--- src/rtl/dump_pkg.sv ---
// Shared types and helpers for the state dump unit.
// Holds the scan FSM state encoding, the beat source encodings and an
// index-width helper that never returns zero so one-entry tables still get a port.
package dump_pkg;

  typedef enum logic [2:0] {
    IDLE,
    REG_SCAN,
    MEM_SCAN,
    DRAIN,
    DONE
  } state_t;

  localparam logic SRC_REG = 1'b0;
  localparam logic SRC_MEM = 1'b1;

  // Width of an index able to address n entries; at least one bit.
  function automatic int idx_w(input int n);
    return (n > 1) ? $clog2(n) : 1;
  endfunction

endpackage

--- src/rtl/dump_stream_reg.sv ---
// Output hold register for dump beats: src/idx/data/valid.
// Latency: one cycle from load to valid. Backpressure: a held beat stays
// stable while valid && !ready; the register is refilled only when empty or accepted.
// Ports: clk, rst (sync, active-high), load + ld_* (next beat), ready (consumer),
//        valid/src/idx/data (registered beat).
module dump_stream_reg
  import dump_pkg::*;
#(
  parameter int DATA_W = 32,
  parameter int IDX_W  = 5
) (
  input  logic              clk,
  input  logic              rst,
  input  logic              load,
  input  logic              ld_src,
  input  logic [IDX_W-1:0]  ld_idx,
  input  logic [DATA_W-1:0] ld_data,
  input  logic              ready,
  output logic              valid,
  output logic              src,
  output logic [IDX_W-1:0]  idx,
  output logic [DATA_W-1:0] data
);

  always_ff @(posedge clk) begin
    if (rst) begin
      valid <= 1'b0;
      src   <= SRC_REG;
      idx   <= '0;
      data  <= '0;
    end else if (load) begin
      valid <= 1'b1;
      src   <= ld_src;
      idx   <= ld_idx;
      data  <= ld_data;
    end else if (ready) begin
      // Beat accepted with nothing behind it: register empties, payload kept.
      valid <= 1'b0;
    end
  end

endmodule

--- src/rtl/state_dump_unit.sv ---
// Freezes the CPU and streams every register-file entry, then every data-memory
// word, over valid/ready; starts at a programmed cycle or on trig_i.
// Latency: freeze the cycle after the trigger edge, first beat one cycle later,
// one beat per cycle with ready high. Backpressure: scan stalls while the held beat is refused.
// Ports: clk_i/rst_i/trig_i; reg_addr_o/reg_data_i and mem_addr_o/mem_data_i (combinational
//        read taps); dump_* (beat stream); freeze_o (CPU stall); done_o (sticky); cycle_o.
module state_dump_unit
  import dump_pkg::*;
#(
  parameter int DATA_W     = 32,
  parameter int REG_N      = 32,
  parameter int MEM_N      = 32,
  parameter int TRIG_CYCLE = 650
) (
  input  logic                                           clk_i,
  input  logic                                           rst_i,
  input  logic                                           trig_i,
  output logic [idx_w(REG_N)-1:0]                        reg_addr_o,
  input  logic [DATA_W-1:0]                              reg_data_i,
  output logic [idx_w(MEM_N)-1:0]                        mem_addr_o,
  input  logic [DATA_W-1:0]                              mem_data_i,
  output logic                                           dump_valid_o,
  input  logic                                           dump_ready_i,
  output logic                                           dump_src_o,
  output logic [idx_w((REG_N > MEM_N) ? REG_N : MEM_N)-1:0] dump_idx_o,
  output logic [DATA_W-1:0]                              dump_data_o,
  output logic                                           freeze_o,
  output logic                                           done_o,
  output logic [31:0]                                    cycle_o
);

  localparam int IDX_W = idx_w((REG_N > MEM_N) ? REG_N : MEM_N);
  localparam int RA_W  = idx_w(REG_N);
  localparam int MA_W  = idx_w(MEM_N);
  localparam logic [IDX_W-1:0] REG_LAST   = IDX_W'(REG_N - 1);
  localparam logic [IDX_W-1:0] MEM_LAST   = IDX_W'(MEM_N - 1);
  localparam logic [31:0]      TRIG_MATCH = 32'(TRIG_CYCLE - 1);

  state_t             state, state_nxt;
  logic [IDX_W-1:0]   idx, idx_nxt;
  logic [31:0]        cycle;
  logic               load;
  logic               ld_src;
  logic [DATA_W-1:0]  ld_data;

  always_ff @(posedge clk_i) begin
    if (rst_i) begin
      state <= IDLE;
      idx   <= '0;
      cycle <= '0;
    end else begin
      state <= state_nxt;
      idx   <= idx_nxt;
      cycle <= cycle + 32'd1;
    end
  end

  always_comb begin
    state_nxt  = state;
    idx_nxt    = idx;
    load       = 1'b0;
    ld_src     = SRC_REG;
    ld_data    = reg_data_i;
    reg_addr_o = '0;
    mem_addr_o = '0;
    freeze_o   = 1'b0;
    done_o     = 1'b0;

    case (state)
      IDLE: begin
        // Counter match and trig_i in the same cycle collapse into one start.
        if (trig_i || (cycle == TRIG_MATCH)) begin
          state_nxt = REG_SCAN;
          idx_nxt   = '0;
        end
      end
      REG_SCAN: begin
        freeze_o   = 1'b1;
        reg_addr_o = idx[RA_W-1:0];
        load       = !dump_valid_o || dump_ready_i;
        if (load) begin
          if (idx == REG_LAST) begin
            state_nxt = MEM_SCAN;
            idx_nxt   = '0;
          end else begin
            idx_nxt = idx + 1'b1;
          end
        end
      end
      MEM_SCAN: begin
        freeze_o   = 1'b1;
        mem_addr_o = idx[MA_W-1:0];
        ld_src     = SRC_MEM;
        ld_data    = mem_data_i;
        load       = !dump_valid_o || dump_ready_i;
        if (load) begin
          if (idx == MEM_LAST) begin
            state_nxt = DRAIN;
            idx_nxt   = '0;
          end else begin
            idx_nxt = idx + 1'b1;
          end
        end
      end
      DRAIN: begin
        // Last beat is sitting in the output register; stay frozen until it goes.
        freeze_o = 1'b1;
        if (dump_ready_i) state_nxt = DONE;
      end
      DONE: begin
        done_o = 1'b1;
        if (trig_i) begin
          state_nxt = REG_SCAN;
          idx_nxt   = '0;
        end
      end
      default: state_nxt = IDLE;
    endcase
  end

  assign cycle_o = cycle;

  dump_stream_reg #(
    .DATA_W(DATA_W),
    .IDX_W (IDX_W)
  ) u_stream (
    .clk    (clk_i),
    .rst    (rst_i),
    .load   (load),
    .ld_src (ld_src),
    .ld_idx (idx),
    .ld_data(ld_data),
    .ready  (dump_ready_i),
    .valid  (dump_valid_o),
    .src    (dump_src_o),
    .idx    (dump_idx_o),
    .data   (dump_data_o)
  );

endmodule

--- config.mk ---
export PLATFORM = sky130hd
export DESIGN_NAME = state_dump_unit
export DESIGN_NICKNAME = d
export VERILOG_FILES = /design/src/rtl/dump_pkg.sv /design/src/rtl/dump_stream_reg.sv /design/src/rtl/state_dump_unit.sv
export SDC_FILE = /design/constraint.sdc
export NUM_CORES = 1
export LEC_CHECK = 0
export BUFFER_PORTS_ARGS = -buffer_cell sky130_fd_sc_hd__buf_2
export CAP_MARGIN = 10
export CORE_UTILIZATION = 47
export CTS_BUF_LIST = sky130_fd_sc_hd__clkbuf_16
export DETAILED_ROUTE_END_ITERATION = 12
export PLACE_DENSITY = 0.78
export SLEW_MARGIN = 30
export SYNTH_ARGS = -nofsm -noshare
export SYNTH_HDL_FRONTEND = slang
export SYNTH_SLANG_ARGS = --single-unit
--- constraint.sdc ---
create_clock -name clk_i -period 2.2 [get_ports clk_i]
set_input_delay 0.11 -clock clk_i [delete_from_list [all_inputs] [get_ports clk_i]]
set_output_delay 0.11 -clock clk_i [all_outputs]
set_load 0.02 [all_outputs]
==> results.py <==
metrics = {
    "status": {
        "status": "finished, final reports clean",
    },
    "route": {
        "antenna_left": 0,
        "num_vias": 3552,
        "viasPerCell": 5.29,
        "drtPass1Iterations": 4,
        "wl_per_cell_um": 13.9,
        "drc": 0,
        "drt_iter0_drc": 77,
        "drt-total-wl_mm": 9.31,
    },
    "cells_and_area": {
        "mostFrequentLayoutCell": "buf_2",
        "mostFrequentLayoutCells": "buf_2, dfxtp_1, nor2_1",
        "fill_cells": 672,
        "multi_input_area_um2": 1980,
        "nNetsFinal": 639,
        "drive_gt1_share_pct": 32.5,
        "regArea_um2": 1580,
        "syn2layout_area_growth_pct": 31.8,
        "antennaDiodeCount": 0,
    },
    "place": {
        "dp.final_hpwl_mm": 6.75,
        "portBuffers": 150,
        "place_ws_ps": 138,
        "gp_congestion": 0.815,
    },
    "critical_path": {
        "worst_setup_path_start_kind": "flop",
        "rr_startpoint": "idx[0]",
        "cpPeakStageDelay_ps": 630,
        "end_kind": "flop",
        "crit_type": "reg -> reg",
        "r2r_cells": 7,
        "cpMostUsedCell": "ha_1",
        "required_ps": 2420,
        "arrival_ps": 2310,
        "path_cells": "ha_1 -> and3_1 -> ha_1 -> nor2_1 -> nand2_1 -> or4b_2 -> o32ai_1",
        "reg2reg_setup_slack_ps": 110,
        "path_max_fanout": 7,
        "r2r_end": "idx[2]",
        "crit_slowest_cell": "or4b_2",
    },
    "die": {
        "die_area_um2": 8240,
        "floorplan.initialDensity_pct": 49.7,
        "die_w_um": 90.8,
        "die_y_um": 90.8,
        "pin_count": 151,
        "rows": 31,
        "core-area_um2": 7450,
    },
    "yosys": {
        "synth_cell_types": 45,
        "ys_ff_latch": 79,
        "synth_top_area_cell": "dfxtp_1",
        "yosysSeqAreaShare_pct": 42.7,
        "syn_area_per_cell_um2": 8.79,
        "synthTopCellsByArea": "dfxtp_1, mux2i_1, nor2_1",
        "synth_nets": 493,
        "async_flop_share_pct": 0,
        "synth_edf_count": 0,
        "synthFlopType": "dfxtp_1",
        "yosys_warnings": 0,
        "yosysTopAreaCellShare_pct": 42.7,
        "synth_cells": 421,
        "synth.cell_area_um2": 3700,
    },
    "sta": {
        "relSlewSlack_pct": 43.2,
        "rsz0062_at_grt": "false",
        "tns_ps": 0,
        "worstMarginPinSlew_ps": 852,
        "min_period_ps": 2090,
        "worst_slack_ps": 111,
        "hold_viol": 0,
        "timing.fmax_mhz": 479,
        "period_share_pct": 94.9,
        "final_max_slew_viol_count": 0,
        "setup_viol": 0,
        "fin_skew_ps": 7.21,
    },
    "cts": {
        "htree_levels": 3,
        "postCtsHoldBufs": 0,
        "clock_path_buffers": 2,
        "clk-insertion-delay-late_ps": 330,
        "cts_tree": "done",
        "cts_sinks": 79,
        "cts-root-buf": "clkbuf_16",
        "numCtsBuffers": 9,
        "cts_resized": 0,
        "cts.reportedPaths.clkPinSlew_ps": 60,
    },
    "power_and_ir_drop": {
        "power-per-cell-area_nw_per_um2": 1150,
        "p_leak_nw": 2.14,
        "peakVddDrop_mv": 0.586,
    },
    "global_route": {
        "antenna_found_initial": 0,
        "grt_pass1_vias": 3092,
        "overflow": 0,
        "grt_start_max_net_pins": 53,
        "grt_pass1_wl_mm": 14.9,
        "track_usage_pct": 22.3,
    },
    "worst_hold_path": {
        "hold_depth": 3,
        "hp-start": "reg_data_i[15]",
        "min_to": "u_stream.data[15]",
        "hold_class": "in -> reg",
    },
    "flow_run": {
        "maxCapViolCount": 0,
    },
}
critical path: cells and delay by family (launching register included):
kind	cells	cell delay [ps]
AND/OR/NAND/NOR	4	1040
adder cells (fa/ha/maj)	2	440
flip-flops	1	370
AO/OA/AOI/OAI	1	150
cells by family (layout without fill, tap and decap cells):
family / after synthesis / in the layout / share of synthesized area (%)
AO/OA/AOI/OAI: 57 / 57 / 10.9
buffers and inverters: 37 / 188 / 3.92
multiplexers: 33 / 33 / 8.96
adder cells (fa/ha/maj): 4 / 4 / 1.35
flip-flops: 79 / 79 / 42.7
AND/OR/NAND/NOR: 181 / 181 / 25.0
XOR/XNOR: 30 / 30 / 7.10
flip-flops by register name, summed over array words and instances, names as in the netlist:
| name | flops |
|---|---|
| u_stream.valid | 1 |
| state | 3 |
| u_stream.src | 1 |
| u_stream.data | 32 |
| u_stream.idx | 5 |
| cycle_o | 32 |
| idx | 5 |
Yosys cell counts, drive strengths merged (2+ instances only):
cell / number
dfxtp: 79
nor2: 73
a211oi: 32
mux2i: 32
nand2: 26
clkbuf: 20
xor2: 20
nand4: 16
nand3: 15
and2: 10
inv: 10
xnor2: 10
nor4: 9
a21oi: 7
and3: 7
buf: 7
nor3: 7
o21ai: 6
ha: 4
a211o: 3
and4: 2
nor2b: 2
nor3b: 2
nor4b: 2
o31ai: 2
o41ai: 2
or3b: 2
or4: 2
area by class of cell:
type | instances | area share (%)
Multi-Input combinational cell | 305 | 40.6
Sequential cell | 79 | 32.4
Timing Repair Buffer | 162 | 17.7
Clock buffer | 9 | 4.62
Tap cell | 99 | 2.54
Clock inverter | 7 | 1.31
Inverter | 10 | 0.769
per-layer routing:
metal	routed length [um]	global-route usage (%)	vias up	part of all wire [%]
met3	555	5.81	9	6.0
met1	4100	28.1	1630	44
met2	4570	37.5	113	49
met5	0	0	-	0
li1	-	-	1800	-
met4	78	5.65	0	0.84
metrics by stage:
step                util (%)  hold slack [ps]  power (W)  cell area [um^2]  cells
finish                  65.5              122    0.00564              4880    671
global route            65.5              126    0.00599              4880    671
CTS                     65.4              111    0.00567              4870    670
detailed placement      61.5              446    0.00422              4580    654
global placement        61.5              442    0.00415              4580    654
floorplan                  -              281    0.00353              3700    421
report_power, final:
group	total [W]	switching (W)	internal, W
sequential	0.00195	0.000173	0.00178
combinational	0.00225	0.00142	0.000830
clock	0.00143	0.000563	0.000870
total	0.00564	0.00216	0.00348
repair_timing:
action	in CTS	in global routing
endpoints found under the hold margin	0	0
setup endpoints to repair	0	1
buffers inserted	0	1
how the worst max path moves through the flow:
stage | start | depth (start not counted) | to
6_report | idx[0] | 7 | idx[2]
5_1_grt | idx[0] | 7 | idx[2]
4_1_cts | idx[0] | 7 | idx[2]
3_5_place_dp | idx[0] | 7 | idx[2]
3_3_place_gp | idx[0] | 7 | idx[2]
2_1_floorplan | cycle_o[0] | 6 | cycle_o[26]
Note: power is estimated with default switching activity, not from simulation.
